<file path="src/rtl/load_store_sequencer.sv">
// ---------------------------------------------------------------------------
// load_store_sequencer : byte-serial big-endian load/store initiator | rev 1.0
// ---------------------------------------------------------------------------
`default_nettype none

module load_store_sequencer #(
  parameter int ADDR_W = 10
) (
  input  logic              clk_i,
  input  logic              rst_i,
  input  logic              req_valid_i,
  output logic              req_ready_o,
  input  logic [31:0]       addr_i,
  input  logic [31:0]       data_i,
  input  logic              MemRead_i,
  input  logic              MemWrite_i,
  input  logic [1:0]        MemNum_i,
  input  logic              UnSigned_i,
  output logic [31:0]       data_o,
  output logic              done_o,
  output logic              error_misalign_o,
  output logic              error_overflow_o,
  output logic [ADDR_W-1:0] mem_addr_o,
  output logic [7:0]        mem_wdata_o,
  output logic              mem_we_o,
  output logic              mem_re_o,
  input  logic [7:0]        mem_rdata_i
);

  typedef enum logic [1:0] {
    S_IDLE   = 2'd0,
    S_ACCESS = 2'd1,
    S_RTAIL  = 2'd2,
    S_DONE   = 2'd3
  } state_t;

  state_t      r_state;
  logic [31:0] r_data;
  logic [31:0] r_acc;
  logic [1:0]  r_size;
  logic [1:0]  r_k;
  logic [1:0]  r_last;
  logic        r_uns;
  logic        r_load;

  logic [2:0]  w_n;
  logic [1:0]  w_last;
  logic [32:0] w_sum;
  logic        w_noop;
  logic        w_mis;
  logic        w_ovf;
  logic [31:0] w_acc_next;

  always_comb begin
    w_n    = 3'd0;
    w_last = 2'd0;
    case (MemNum_i)
      2'b11:   begin w_n = 3'd4; w_last = 2'd3; end
      2'b10:   begin w_n = 3'd2; w_last = 2'd1; end
      2'b01:   begin w_n = 3'd1; w_last = 2'd0; end
      default: begin w_n = 3'd0; w_last = 2'd0; end
    endcase
  end

  // 33-bit sum so an address near 2^32 cannot wrap back into range
  assign w_sum      = {1'b0, addr_i} + {30'd0, w_n};
  assign w_noop     = (MemNum_i == 2'b00) || (MemRead_i == MemWrite_i);
  assign w_mis      = ((MemNum_i == 2'b10) && addr_i[0]) ||
                      ((MemNum_i == 2'b11) && (addr_i[1:0] != 2'b00));
  assign w_ovf      = w_sum > (33'd1 << ADDR_W);
  assign w_acc_next = {r_acc[23:0], mem_rdata_i};

  function automatic logic [7:0] sel_byte(input logic [31:0] d, input logic [1:0] idx);
    case (idx)
      2'd3:    sel_byte = d[31:24];
      2'd2:    sel_byte = d[23:16];
      2'd1:    sel_byte = d[15:8];
      default: sel_byte = d[7:0];
    endcase
  endfunction

  function automatic logic [31:0] extend(input logic [1:0] sz, input logic uns,
                                         input logic [31:0] v);
    case (sz)
      2'b11:   extend = v;
      2'b10:   extend = {{16{~uns & v[15]}}, v[15:0]};
      default: extend = {{24{~uns & v[7]}}, v[7:0]};
    endcase
  endfunction

  always_ff @(posedge clk_i) begin
    if (rst_i) begin
      r_state          <= S_IDLE;
      r_data           <= 32'd0;
      r_acc            <= 32'd0;
      r_size           <= 2'd0;
      r_k              <= 2'd0;
      r_last           <= 2'd0;
      r_uns            <= 1'b0;
      r_load           <= 1'b0;
      req_ready_o      <= 1'b1;
      data_o           <= 32'd0;
      done_o           <= 1'b0;
      error_misalign_o <= 1'b0;
      error_overflow_o <= 1'b0;
      mem_addr_o       <= '0;
      mem_wdata_o      <= 8'd0;
      mem_we_o         <= 1'b0;
      mem_re_o         <= 1'b0;
    end else begin
      done_o   <= 1'b0;
      mem_we_o <= 1'b0;
      mem_re_o <= 1'b0;
      case (r_state)
        S_IDLE: begin
          if (req_valid_i) begin
            req_ready_o      <= 1'b0;
            r_data           <= data_i;
            r_size           <= MemNum_i;
            r_uns            <= UnSigned_i;
            r_load           <= MemRead_i;
            r_last           <= w_last;
            r_k              <= 2'd0;
            r_acc            <= 32'd0;
            error_misalign_o <= 1'b0;
            error_overflow_o <= 1'b0;
            if (w_noop) begin
              r_state <= S_DONE;
              done_o  <= 1'b1;
            end else if (w_mis || w_ovf) begin
              error_misalign_o <= w_mis;
              error_overflow_o <= w_ovf;
              r_state          <= S_DONE;
              done_o           <= 1'b1;
            end else begin
              // First byte is issued on the accept edge so it appears in cycle 1
              r_state    <= S_ACCESS;
              mem_addr_o <= addr_i[ADDR_W-1:0];
              if (MemRead_i) begin
                mem_re_o <= 1'b1;
              end else begin
                mem_we_o    <= 1'b1;
                mem_wdata_o <= sel_byte(data_i, w_last);
              end
            end
          end
        end
        S_ACCESS: begin
          if (r_load && (r_k != 2'd0)) r_acc <= w_acc_next;
          if (r_k == r_last) begin
            r_state <= r_load ? S_RTAIL : S_DONE;
            done_o  <= ~r_load;
          end else begin
            r_k        <= r_k + 2'd1;
            mem_addr_o <= mem_addr_o + ADDR_W'(1);
            if (r_load) begin
              mem_re_o <= 1'b1;
            end else begin
              mem_we_o    <= 1'b1;
              mem_wdata_o <= sel_byte(r_data, r_last - (r_k + 2'd1));
            end
          end
        end
        S_RTAIL: begin
          data_o  <= extend(r_size, r_uns, w_acc_next);
          r_state <= S_DONE;
          done_o  <= 1'b1;
        end
        default: begin
          r_state     <= S_IDLE;
          req_ready_o <= 1'b1;
        end
      endcase
    end
  end

endmodule

`default_nettype wire

</file>
<file path="config.mk">
export PLATFORM = sky130hd
export DESIGN_NAME = load_store_sequencer
export DESIGN_NICKNAME = d
export VERILOG_FILES = /design/src/rtl/load_store_sequencer.sv
export SDC_FILE = /design/constraint.sdc
export NUM_CORES = 1
export LEC_CHECK = 0
export BUFFER_PORTS_ARGS = -buffer_cell sky130_fd_sc_hd__buf_2
export CORE_MARGIN = 2
export CORE_UTILIZATION = 25
export CTS_BUF_LIST = sky130_fd_sc_hd__clkbuf_4 sky130_fd_sc_hd__clkbuf_8
export CTS_CLUSTER_SIZE = 16
export DETAILED_ROUTE_END_ITERATION = 8
export GPL_ROUTABILITY_DRIVEN = 0
export SYNTH_ARGS = -nofsm -noshare
export SYNTH_HDL_FRONTEND = slang
export SYNTH_SLANG_ARGS = --single-unit
</file>
<file path="constraint.sdc">
create_clock -name clk_i -period 6.55 [get_ports clk_i]
set_input_delay 0.655 -clock clk_i [delete_from_list [all_inputs] [get_ports clk_i]]
set_output_delay 0.655 -clock clk_i [all_outputs]
set_load 0.05 [all_outputs]
</file>
Yosys cells after proc, flatten, opt, wreduce, memory -nomap -nowiden

Index checks and enable logic that the tools add are counted.

Flip-flop bits (word level): 122
Output and inout port bits: 56
Input bits: 80
Logic and storage cells: 123

Reductions and logical operators: 19
Bitwise logic cells: 5
Add/subtract/negate cells: 4
$lt $le $gt $ge: 1
Muxes and demuxes: 54
Eq/ne operators: 23

Operators with widths:

| cell                                                                    | number |
|---|---|
| 32-bit one-hot mux with 2 select lines                                  | 1 |
| 24-bit two-way mux                                                      | 2 |
| 8-bit two-way mux                                                       | 6 |
| 24-bit one-hot mux with 2 select lines                                  | 1 |
| 8-bit one-hot mux with 3 select lines                                   | 2 |
| 10-bit two-way mux                                                      | 4 |
| 32-bit by 3-bit adder with 33-bit output                                | 1 |
| 33-bit by 11-bit > comparator with 1-bit output (second input constant) | 1 |
| 1-bit two-way mux                                                       | 22 |
| 10-bit one-hot mux with 2 select lines                                  | 1 |
| 2-bit equality test (second input constant)                             | 9 |
| 2-bit != test (second input constant)                                   | 8 |
| 8-bit one-hot mux with 2 select lines                                   | 1 |
| 2-bit two-way mux                                                       | 6 |
| 10-bit by 1-bit adder with 10-bit output (second input constant)        | 1 |
| 3-bit one-hot mux with 3 select lines                                   | 1 |
| 2-bit by 1-bit equality test with 1-bit output (second input constant)  | 4 |
| 2-bit one-hot mux with 2 select lines                                   | 2 |
| 7-bit AND reduction                                                     | 1 |
| 1-bit one-hot mux with 2 select lines                                   | 3 |
| 2-bit one-hot mux with 3 select lines                                   | 1 |
| 2-bit AND reduction                                                     | 3 |
| 3-bit AND reduction                                                     | 2 |
| 2-bit nonzero test                                                      | 3 |
| 12 further kinds                                                        | 20 |

Depth between registers and ports, before layout

Gate-level depths: netlist (run 1).

Depth after elaboration: 9
Mapped depth: 16
Depth with buffers taken out: 12

Worst setup path before layout (run 1)

OpenSTA, ideal clock, no wires.

Path kind: input-to-reg
Start: input MemNum_i[0]
End: register mem_wdata_o[0]
Required time: 6412 ps
Slack: 2358 ps
Stages: 15
Setup time: 138 ps
Data arrival time: 4054 ps
Buffers on the path: 3
Cell sequence: clkbuf_1 clkbuf_1 nor2b_1 ha_1 fa_1 a21oi_1 nor4_4 buf_6 mux2_2 o32ai_1 nand4_1 or2_4 or3_4 o31ai_4 a211oi_1

Word-level cells in the longest chain between the ends: 9
Elaborated cells between the ends (all ways): 25
Classes of those cells: 1 x add/sub; 1 x order compare; 8 x eq/ne; 8 x mux; 7 x reduce/logical

Ends and longest elaborated chain:

| item                                                                                             | line | RTL |
|---|---|---|
| start, declared                                                                                  | 17   | `input logic [1:0] MemNum_i,` |
| parallel branches: the longest is 9 deep, another holds 32-bit by 3-bit adder with 33-bit output | n/a  |  |
| end signal, assigned                                                                             | 143  | `mem_wdata_o <= sel_byte(data_i, w_last);` |
| end signal, assigned                                                                             | 160  | `mem_wdata_o <= sel_byte(r_data, r_last - (r_k + 2'd1));` |
| end, declared                                                                                    | 24   | `output logic [7:0] mem_wdata_o,` |

Parallel ways; which one is timed is not known. The select of a mux whose other input is x is not followed.
A chain may end at the register's enable or synchronous reset.

Worst setup path after layout (run 1)

Start: input MemNum_i[0]
End: register mem_wdata_o[2]

Same word-level chain as after synthesis.

==> results of run 1 <==
## per-layer routing
layer | global-route usage | up-vias
met2 | 0.2228 | 182
met5 | 0 | -
met1 | 0.2051 | 2790
met4 | 0.04218 | 2
li1 | - | 2962
met3 | 0.03874 | 18
## cell type report
type | count | area [um^2]
fillers | 2582 | 16700
multi-input cells | 571 | 3423
flip-flops and latches | 122 | 2442
repair buffers | 143 | 738.2
well taps | 324 | 405.4
clock buffers | 20 | 262.8
clock inverters | 11 | 145.1
inverters | 16 | 60.06
diodes | 1 | 2.502
## metrics by stage
stage | total power [uW] | std cells | hold slack, ns | utilization | area (um^2)
3_3_place_gp | 2530 | 1176 | 0.4391 | 0.2924 | 7069
5_1_grt | 3438 | 1207 | 0.4449 | 0.3093 | 7477
4_1_cts | 3265 | 1207 | 0.4182 | 0.3093 | 7477
2_1_floorplan | 2146 | 762 | 0.4319 | - | 6127
6_report | 3224 | 1208 | 0.4460 | 0.3094 | 7480
3_5_place_dp | 2541 | 1176 | 0.4456 | 0.2924 | 7069
## placed cells by master, fill, tap and decap left out, types with 4 or more instances in the layout
cell type,n
buf_2,134
a21oi_1,122
dfxtp_1,122
nand2_1,119
nor2_1,63
nor3_1,39
nand3_1,37
mux2i_1,21
clkbuf_8,18
o22ai_1,16
inv_1,15
a21o_1,10
nand4_1,10
a211oi_1,10
ha_1,9
buf_4,9
mux4_2,8
and3_1,7
o32ai_1,7
and4_1,6
nor2b_1,5
xor2_1,5
or2_2,4
o21ai_0,4
nor4_1,4
xnor2_1,4
a31o_2,4
## state kept, by name, summed over array words and instances (netlist names), 2 cells and up
signal,flops
mem_wdata_o,8
r_acc,24
r_size,2
r_k,2
r_state,2
r_data,32
r_last,2
data_o,32
mem_addr_o,10
## tightest hold or removal path: cells and delay by family
kind / cells / cell delay [ns]
buffers and inverters: 1 / 0.09
AOI/OAI and AO/OA: 1 / 0.05
and+or+nand+nor: 1 / 0.04
## Yosys cell counts (15+ instances only)
master / count
nor2_1: 63
nand2_1: 119
a21oi_1: 123
mux2i_1: 21
dfxtp_1: 122
clkbuf_1: 48
o22ai_1: 16
nor3_1: 39
nand3_1: 37
inv_1: 15
## where the power goes
group / internal (uW) / total, uW / switching, uW
clock: 393 / 710 / 318
sequential: 908 / 1020 / 110
combinational: 428 / 1500 / 1070
## cell families after synthesis
| family | Yosys count |
|---|---|
| AND/OR/NAND/NOR | 321 |
| XOR/XNOR | 9 |
| buffers and inverters | 69 |
| flip-flops | 122 |
| multiplexers | 31 |
| adder cells (fa/ha/maj) | 11 |
| AO/OA/AOI/OAI | 199 |
## path summary, 6_finish.rpt
check                                        startpoint                          end
worst max-delay path                        MemNum_i[0]  mem_wdata_o[2]$_SDFFE_PP0P_
worst min-delay path                         data_i[16]      r_data[16]$_SDFFE_PP0P_
worst max register to register  r_state[1]$_SDFFE_PP0P_   mem_addr_o[7]$_SDFFE_PP0P_
worst min register to register  r_data[18]$_SDFFE_PP0P_      r_data[18]$_SDFFE_PP0P_
==> metrics.txt, run 1 <==
run status complete, no violations; post-synthesis simple-gate area fraction 0.2532; Crit path required time just under 7 ns; CTS tree done; Port-buffer cells roughly 140; Final min period 4.073 ns; Slew Viols, Final 0; Critical Path Start Type input pin; IO Pins 136; CTS Root Cell clkbuf_8; Area Overhead vs Synth 22.07%; post-CTS setup buffer count 0; via count about 6,000; register area share after synthesis 0.3986; Worst EP arrival 4.36 ns; post-synthesis xor/xnor area fraction 0.01287; cell depth of the worst hold path 3; CP Depth 13; Hold Crit Class in -> reg; P_leak just under 0.003 uW; DR WL met3 around 1200 um; CTS Buf Count 17; CTS Hold Bufs 0; syn nets between 800 and 900; first-pass GRT wire length 30,540 um; initial antenna violation count 2; clock slew seen by the registers of the worst setup and hold paths approximately 0.080 ns; fin nets 962; number of buffer and inverter stages on the critical path 1; Post-synth ARST share 0; setup_tns 0 ns; Yosys top cell by area dfxtp_1; Cell Area, Synth a little over 6000 um^2; Synth Register Bits 122; worst vdd ir 0.1627 mV; Setup CP Type in -> reg; Compound-Gate Fraction of Synth Area 0.2005; Slowest cell on crit path nor4_4; post-route ant nets 0; max layer used met5; DR iter-0 viols 306; Place WS 2.087 ns; DRC viols 0; per-cell routed wire length 15.51 um; Final Cycle Share 0.6218; synth warn 0; CTS sink cnt 122; Reg2Reg Depth 10; clk buf depth 2; crit-path max FO 14; H-tree depth 4; Synth area leaders dfxtp_1 (40%), a21oi_1 (10%), nand2_1 (7.3%), nor2_1 (3.9%), mux2i_1 (3.4%); Via density 4.929; Final Skew between 0.01 and 0.015 ns; mux share of post-synthesis cell area 0.06739; share of cells above drive strength 1 0.2378; endpoints failing setup 0; vias in the first global route 5,642; Worst Tran Pin Value 1.092 ns; Crit. End Element register; max_cap viols 0; Die Wd roughly 160 um; clk_lat worst skew between 0.4 and 0.5 ns; WL met2 8318 um; total grt overflow 0; Die Ht 160.6 um; Detailed Routing Iterations Pass 1 5; commonest register cell after synthesis dfxtp_1; num rows 57; Post-synth EDFFs 0; die area 25,780 um^2; RSZ-0062 raised after global routing false; post-cts sizing count 0; DRT met1 WL 9016 um; Synth top area share 0.3986; max incr delay on CP 0.50 ns; CP delay by family, top simple AND/OR/NAND/NOR gates; setup ws final around 2.5 ns; relative slew slack 0.2721; Achievable Freq approximately 0.25 GHz; core area 24,180 um^2; Post-DP HPWL 13,130 um; WL final 18,740 um; post-synthesis cell type count 65; Pwr Density 431.1 nW/um^2; largest net degree at the start of global routing 62; final hold vios 0; crit path cell chain buf_2 > nor2b_1 > ha_1 > fa_1 > a21oi_1 > nor4_4 > mux2_2 > o32ai_1 > nand4_1 > or2_4 > or3_4 > o31ai_4 > a211oi_1; Starting Density 0.2534; Tot GR Track Use 0.1469; Avg Cell Area, Syn 8.041 um^2; reg-to-reg setup timing slack 3.40 ns; largest family of logic cells by synthesized area simple AND/OR/NAND/NOR gates; Adder-Cell Fraction of Synth Area 0.02369; cell count after synthesis 762
Power figures use the tool's default switching activity.
==> inputs of run 2 (changes only) <==
==> constraint.sdc (replaced) <==
create_clock -name clk_i -period 3.6 [get_ports clk_i]
set_input_delay 0.36 -clock clk_i [delete_from_list [all_inputs] [get_ports clk_i]]
set_output_delay 0.36 -clock clk_i [all_outputs]
set_load 0.05 [all_outputs]
==> run 2 against run 1 <==
Sequential share of layout area decreased by 0.61 points. Total power increased by 84%. Hold slack got worse by 0.30 ns. Non-clock buffer count increased by 14. Routed wire length increased by 1.4%. Register-to-register slack got worse by 2.5 ns. Flip-flop and latch count unchanged. Via count increased by 0.86%. Critical endpoint is now mem_wdata_o[1]$_SDFFE_PP0P_. Largest power group unchanged.
==> metrics.txt, run 2 (synthesis results as in run 1) <==
initial antenna violation count 1; commonest non-fill, non-tap cell in the layout buf_2; max_cap viols 0; crit path cell chain buf_2 > nor2b_1 > ha_2 > fa_2 > a21oi_4 > nor4_4 > buf_4 > a211oi_1 > nor3b_1 > a211o_1 > or2_4 > buf_4 > o41ai_4 > buf_4 > a21oi_1 > a211oi_1; num rows 57; die area 25,780 um^2; relative slew slack 0.4482; crit-path max FO 10; Final min period roughly 3.1 ns; Worst Tran Pin Value ~0.83 ns; Sequential Power Share 0.313; vias in the first global route 5,702; clk_lat worst skew about 0.44 ns; clk buf depth 2; post-layout power 5937 uW; cell-internal power roughly 3200 uW; CP delay by family, top compound AO/OA/AOI/OAI gates; Tot GR Track Use 0.1489; post-cts sizing count 0; P_leak 0.003064 uW; core area roughly 24,000 um^2; CTS tree done; Slowest cell on crit path fa_2; Worst EP arrival about 3.5 ns; NetSw 2742 uW; fin nets 976; CTS Hold Bufs 0; Pwr Density 778.9 nW/um^2; endpoints failing setup 0; Net Sw Frac 0.4619; IO Pins 136; Detailed Routing Iterations Pass 1 5; number of buffer and inverter stages on the critical path 4; cell depth of the worst hold path 3; Port-buffer cells 135; Reg2Reg Depth 10; largest net degree at the start of global routing 53; Place WS 0.04820 ns; Setup CP Type in -> reg; Cell Count Post-Placement 1,190; total grt overflow 0; worst vdd ir 0.2767 mV; Top Registers data_o (32), r_data (32), r_acc (24); Crit. End Element register; Hold Crit Class in -> reg; run status complete, no violations; WL final roughly 19,000 um; ANT cells 0; setup ws final 0.4678 ns; Area Overhead vs Synth 24.40%; Achievable Freq 0.3193 GHz; per-cell routed wire length 15.58 um; clock share of power 0.216; Final Skew 0.01183 ns; first-pass GRT wire length 30,550 um; Die Ht roughly 160 um; non-filler cells in the finished layout 1,220; Slew Viols, Final 0; CP Depth 16; most frequent cells in the layout buf_2 (134), dfxtp_1 (122), a21oi_1 (121), nand2_1 (119), nor2_1 (63); CTS Buf Count 17; Final Cycle Share 0.8701; DR iter-0 viols 406; Final Util 0.3153; CTS Root Cell clkbuf_8; CTS sink cnt 122; most used cell, CP buf_4; share of cells above drive strength 1 0.2533; post-CTS setup buffer count 0; H-tree depth 4; Die Wd around 160 um; max incr delay on CP 0.44 ns; Crit path required time 3.95 ns; setup_tns 0 ns; Starting Density 0.2534; Comb pwr share 0.471; clock slew seen by the registers of the worst setup and hold paths around 0.08 ns; post-route ant nets 0; final hold vios 0; via count 6,005; Critical Path Start Type input pin; Post-DP HPWL 13,330 um; RSZ-0062 raised after global routing false; Via density between 4 and 5; DRC viols 0
-- run 2: power by group through the flow --
stage                     Combinational (uW)  Clock [uW]  Sequential [uW]
final                                   2800        1280             1860
after detailed placement                2830           0             1890
after global routing                    3050        1390             1890
after CTS                               2830        1320             1860
after floorplan                         1380           0             2530
after global placement                  2810           0             1880
-- run 2: area by class of cell --
class / count / area, um^2
Fill cell: 2602 / 16550
Multi-Input combinational cell: 571 / 3456
Timing Repair Buffer: 157 / 855.8
Inverter: 16 / 60.06
Clock inverter: 11 / 147.6
Sequential cell: 122 / 2442
Tap cell: 324 / 405.4
Clock buffer: 19 / 255.2
-- run 2: worst paths after layout --
kind | startpoint | end | slack (ns)
worst min-delay path | data_i[16] | r_data[16]$_SDFFE_PP0P_ | 0.14
worst min register to register | r_data[12]$_SDFFE_PP0P_ | r_data[12]$_SDFFE_PP0P_ | 0.45
worst max register to register | r_state[0]$_SDFFE_PP0P_ | mem_addr_o[9]$_SDFFE_PP0P_ | 0.89
worst max-delay path | MemNum_i[0] | mem_wdata_o[1]$_SDFFE_PP0P_ | 0.47
-- run 2: per-layer routing --
metal,up-vias,part of all wire,GRT usage
met5,-,0.00037,0
met4,2,0.025,0.05324
met3,40,0.065,0.04726
met2,198,0.43,0.2157
met1,2777,0.48,0.2072
li1,2988,-,-
-- run 2: per-stage QoR --
step	area, um^2	hold slack [ns]
6_report	7622	0.1426
5_1_grt	7622	0.1203
4_1_cts	7622	0.1110
3_5_place_dp	7219	0.4473
3_3_place_gp	7219	0.4379
2_1_floorplan	6171	0.4319
-- run 2: worst register-to-register path: cells and delay by family, from the launching register on --
family	cells	cell delay, ns
fa+ha+maj	1	0.34
buf+inv	2	0.27
flops	1	0.39
simple gates	3	0.78
compound gates	4	0.82
==> inputs of run 3 (changes only) <==
--- a/config.mk
+++ b/config.mk
@@ -7,11 +7,13 @@
 export LEC_CHECK = 0
 export BUFFER_PORTS_ARGS = -buffer_cell sky130_fd_sc_hd__buf_2
 export CORE_MARGIN = 2
-export CORE_UTILIZATION = 25
+export CORE_UTILIZATION = 51
 export CTS_BUF_LIST = sky130_fd_sc_hd__clkbuf_4 sky130_fd_sc_hd__clkbuf_8
+export CTS_CLUSTER_DIAMETER = 80
 export CTS_CLUSTER_SIZE = 16
 export DETAILED_ROUTE_END_ITERATION = 8
 export GPL_ROUTABILITY_DRIVEN = 0
+export PLACE_DENSITY = 0.79
 export SYNTH_ARGS = -nofsm -noshare
 export SYNTH_HDL_FRONTEND = slang
 export SYNTH_SLANG_ARGS = --single-unit
==> run 3 against run 2 <==
Count of clock-buffer cells in the layout increased by 1. Total power decreased by 2.8%. Register-to-register slack improved by 0.04 ns. Global-route usage increased by 9.6 points.
==> metrics.txt, run 3 (synthesis results as in run 1) <==
run status complete, no violations; Hold Crit Class in -> reg; total grt overflow 0; per-cell routed wire length 15.26 um; num rows 40; Multi-input gate area roughly 3500 um^2; crit-path max FO 9; largest net degree at the start of global routing 100; via count approximately 5,900; Via density 5.655; Reg2Reg Depth 10; core area between 10,000 and 15,000 um^2; Slew Viols, Final 0; DRC viols 0; Post-DP HPWL 11,020 um; Crit path required time 3.86 ns; Tot GR Track Use 0.2452; clock slew seen by the registers of the worst setup and hold paths 0.07 ns; Slowest cell on crit path fa_2; CTS sink cnt 122; Final Skew 0.01615 ns; number of buffer and inverter stages on the critical path 3; Final Util 0.6200; Cell Count Post-Placement 1,010; P_leak around 0.0030 uW; relative slew slack 0.2842; first-pass GRT wire length 25,590 um; fin nets 973; Achievable Freq roughly 0.31 GHz; CTS Root Cell clkbuf_8; CTS Hold Bufs 0; Port-buffer cells 135; Fillers 1,081; ANT cells 0; endpoints failing setup 0; Register Area 2442 um^2; Setup CP Type in -> reg; Worst Tran Pin Value 1.074 ns; Area Overhead vs Synth 20.03%; worst vdd ir 0.3636 mV; Crit. End Element register; cell depth of the worst hold path 3; max incr delay on CP 0.44 ns; CP delay by family, top compound AO/OA/AOI/OAI gates; CTS tree done; max_cap viols 0; Final Instance Area 7355 um^2; WL final 15,900 um; dpl cell area around 7000 um^2; share of cells above drive strength 1 0.2514; post-layout power 5769 uW; CTS Buf Count 17; vias in the first global route around 5,200; most frequent cells in the layout buf_2 (135), a21oi_1 (122), dfxtp_1 (122), nand2_1 (119), nor2_1 (63); Die Wd 113.6 um; commonest non-fill, non-tap cell in the layout buf_2; non-filler cells in the finished layout 1,042; Die Ht 113.6 um; Top Registers data_o (32), r_data (32), r_acc (24); setup_tns 0 ns; RSZ-0062 raised after global routing false; H-tree depth 4; Critical Path Start Type input pin; clk_lat worst skew 0.44 ns; Final min period 3.204 ns; Pwr Density 784.4 nW/um^2; Worst EP arrival 3.46 ns; post-CTS setup buffer count 0; IO Pins 136; Detailed Routing Iterations Pass 1 4; Starting Density 0.5166; Final Cycle Share 0.8900; post-cts sizing count 0; die area 12,910 um^2; post-route ant nets 0; final hold vios 0; CP Depth 15; crit path cell chain buf_2 > nor2b_1 > ha_2 > fa_2 > a21oi_4 > nor4_4 > buf_4 > a211oi_1 > nor3b_1 > a211o_1 > or2_4 > or3_4 > o31ai_4 > buf_4 > a211oi_1; initial antenna violation count 0; clk buf depth 2; DR iter-0 viols 548
## run 3: area by class of cell
class,count,area share
clock buffer,20,0.03743
clock inverter,12,0.01667
inverter,16,0.008166
multi-input combinational,571,0.4694
sequential,122,0.3321
tap,147,0.02501
timing repair buffer,154,0.1113
## run 3: power by group
group | internal, uW | leakage, uW | total (uW) | switching [uW]
Clock | 663 | 0.000192 | 1200 | 540
Combinational | 816 | 0.00184 | 2710 | 1900
Sequential | 1650 | 0.000996 | 1850 | 200
## run 3: worst paths after layout
kind	slack, ns	endpoint	from
setup / recovery	0.40	mem_wdata_o[3]$_SDFFE_PP0P_	MemNum_i[0]
hold / removal	0.16	r_uns$_SDFFE_PP0P_	UnSigned_i
setup reg to reg	0.93	mem_addr_o[5]$_SDFFE_PP0P_	r_state[1]$_SDFFE_PP0P_
hold reg to reg	0.45	error_misalign_o$_SDFFE_PP0P_	error_misalign_o$_SDFFE_PP0P_
## run 3: metal layers
metal  GRT usage  up-vias  share of wire
met3     0.07811       13          0.072
met2      0.3693      188           0.45
met1      0.3394     2711           0.47
met4     0.07154        0         0.0099
met5           0        -              0
li1            -     2980              -
## run 3: worst register-to-register path: stages, from the launching register on
cell and delay (ns):
dfxtp_1 0.33, inv_1 0.10, ha_2 0.50, nor2_1 0.13, or2_2 0.33, a21o_1 0.27
nor4_1 0.20, a21oi_1 0.10, buf_4 0.21, a21o_1 0.17, a31o_2 0.23
## run 3: metrics by stage
stage | setup slack (ns) | hold WS (ns)
CTS | 0.4348 | 0.1393
global route | 0.2581 | 0.1414
detailed placement | -0.02086 | 0.4438
global placement | 0.05716 | 0.4395
floorplan | 0.002383 | 0.4319
finish | 0.3961 | 0.1632
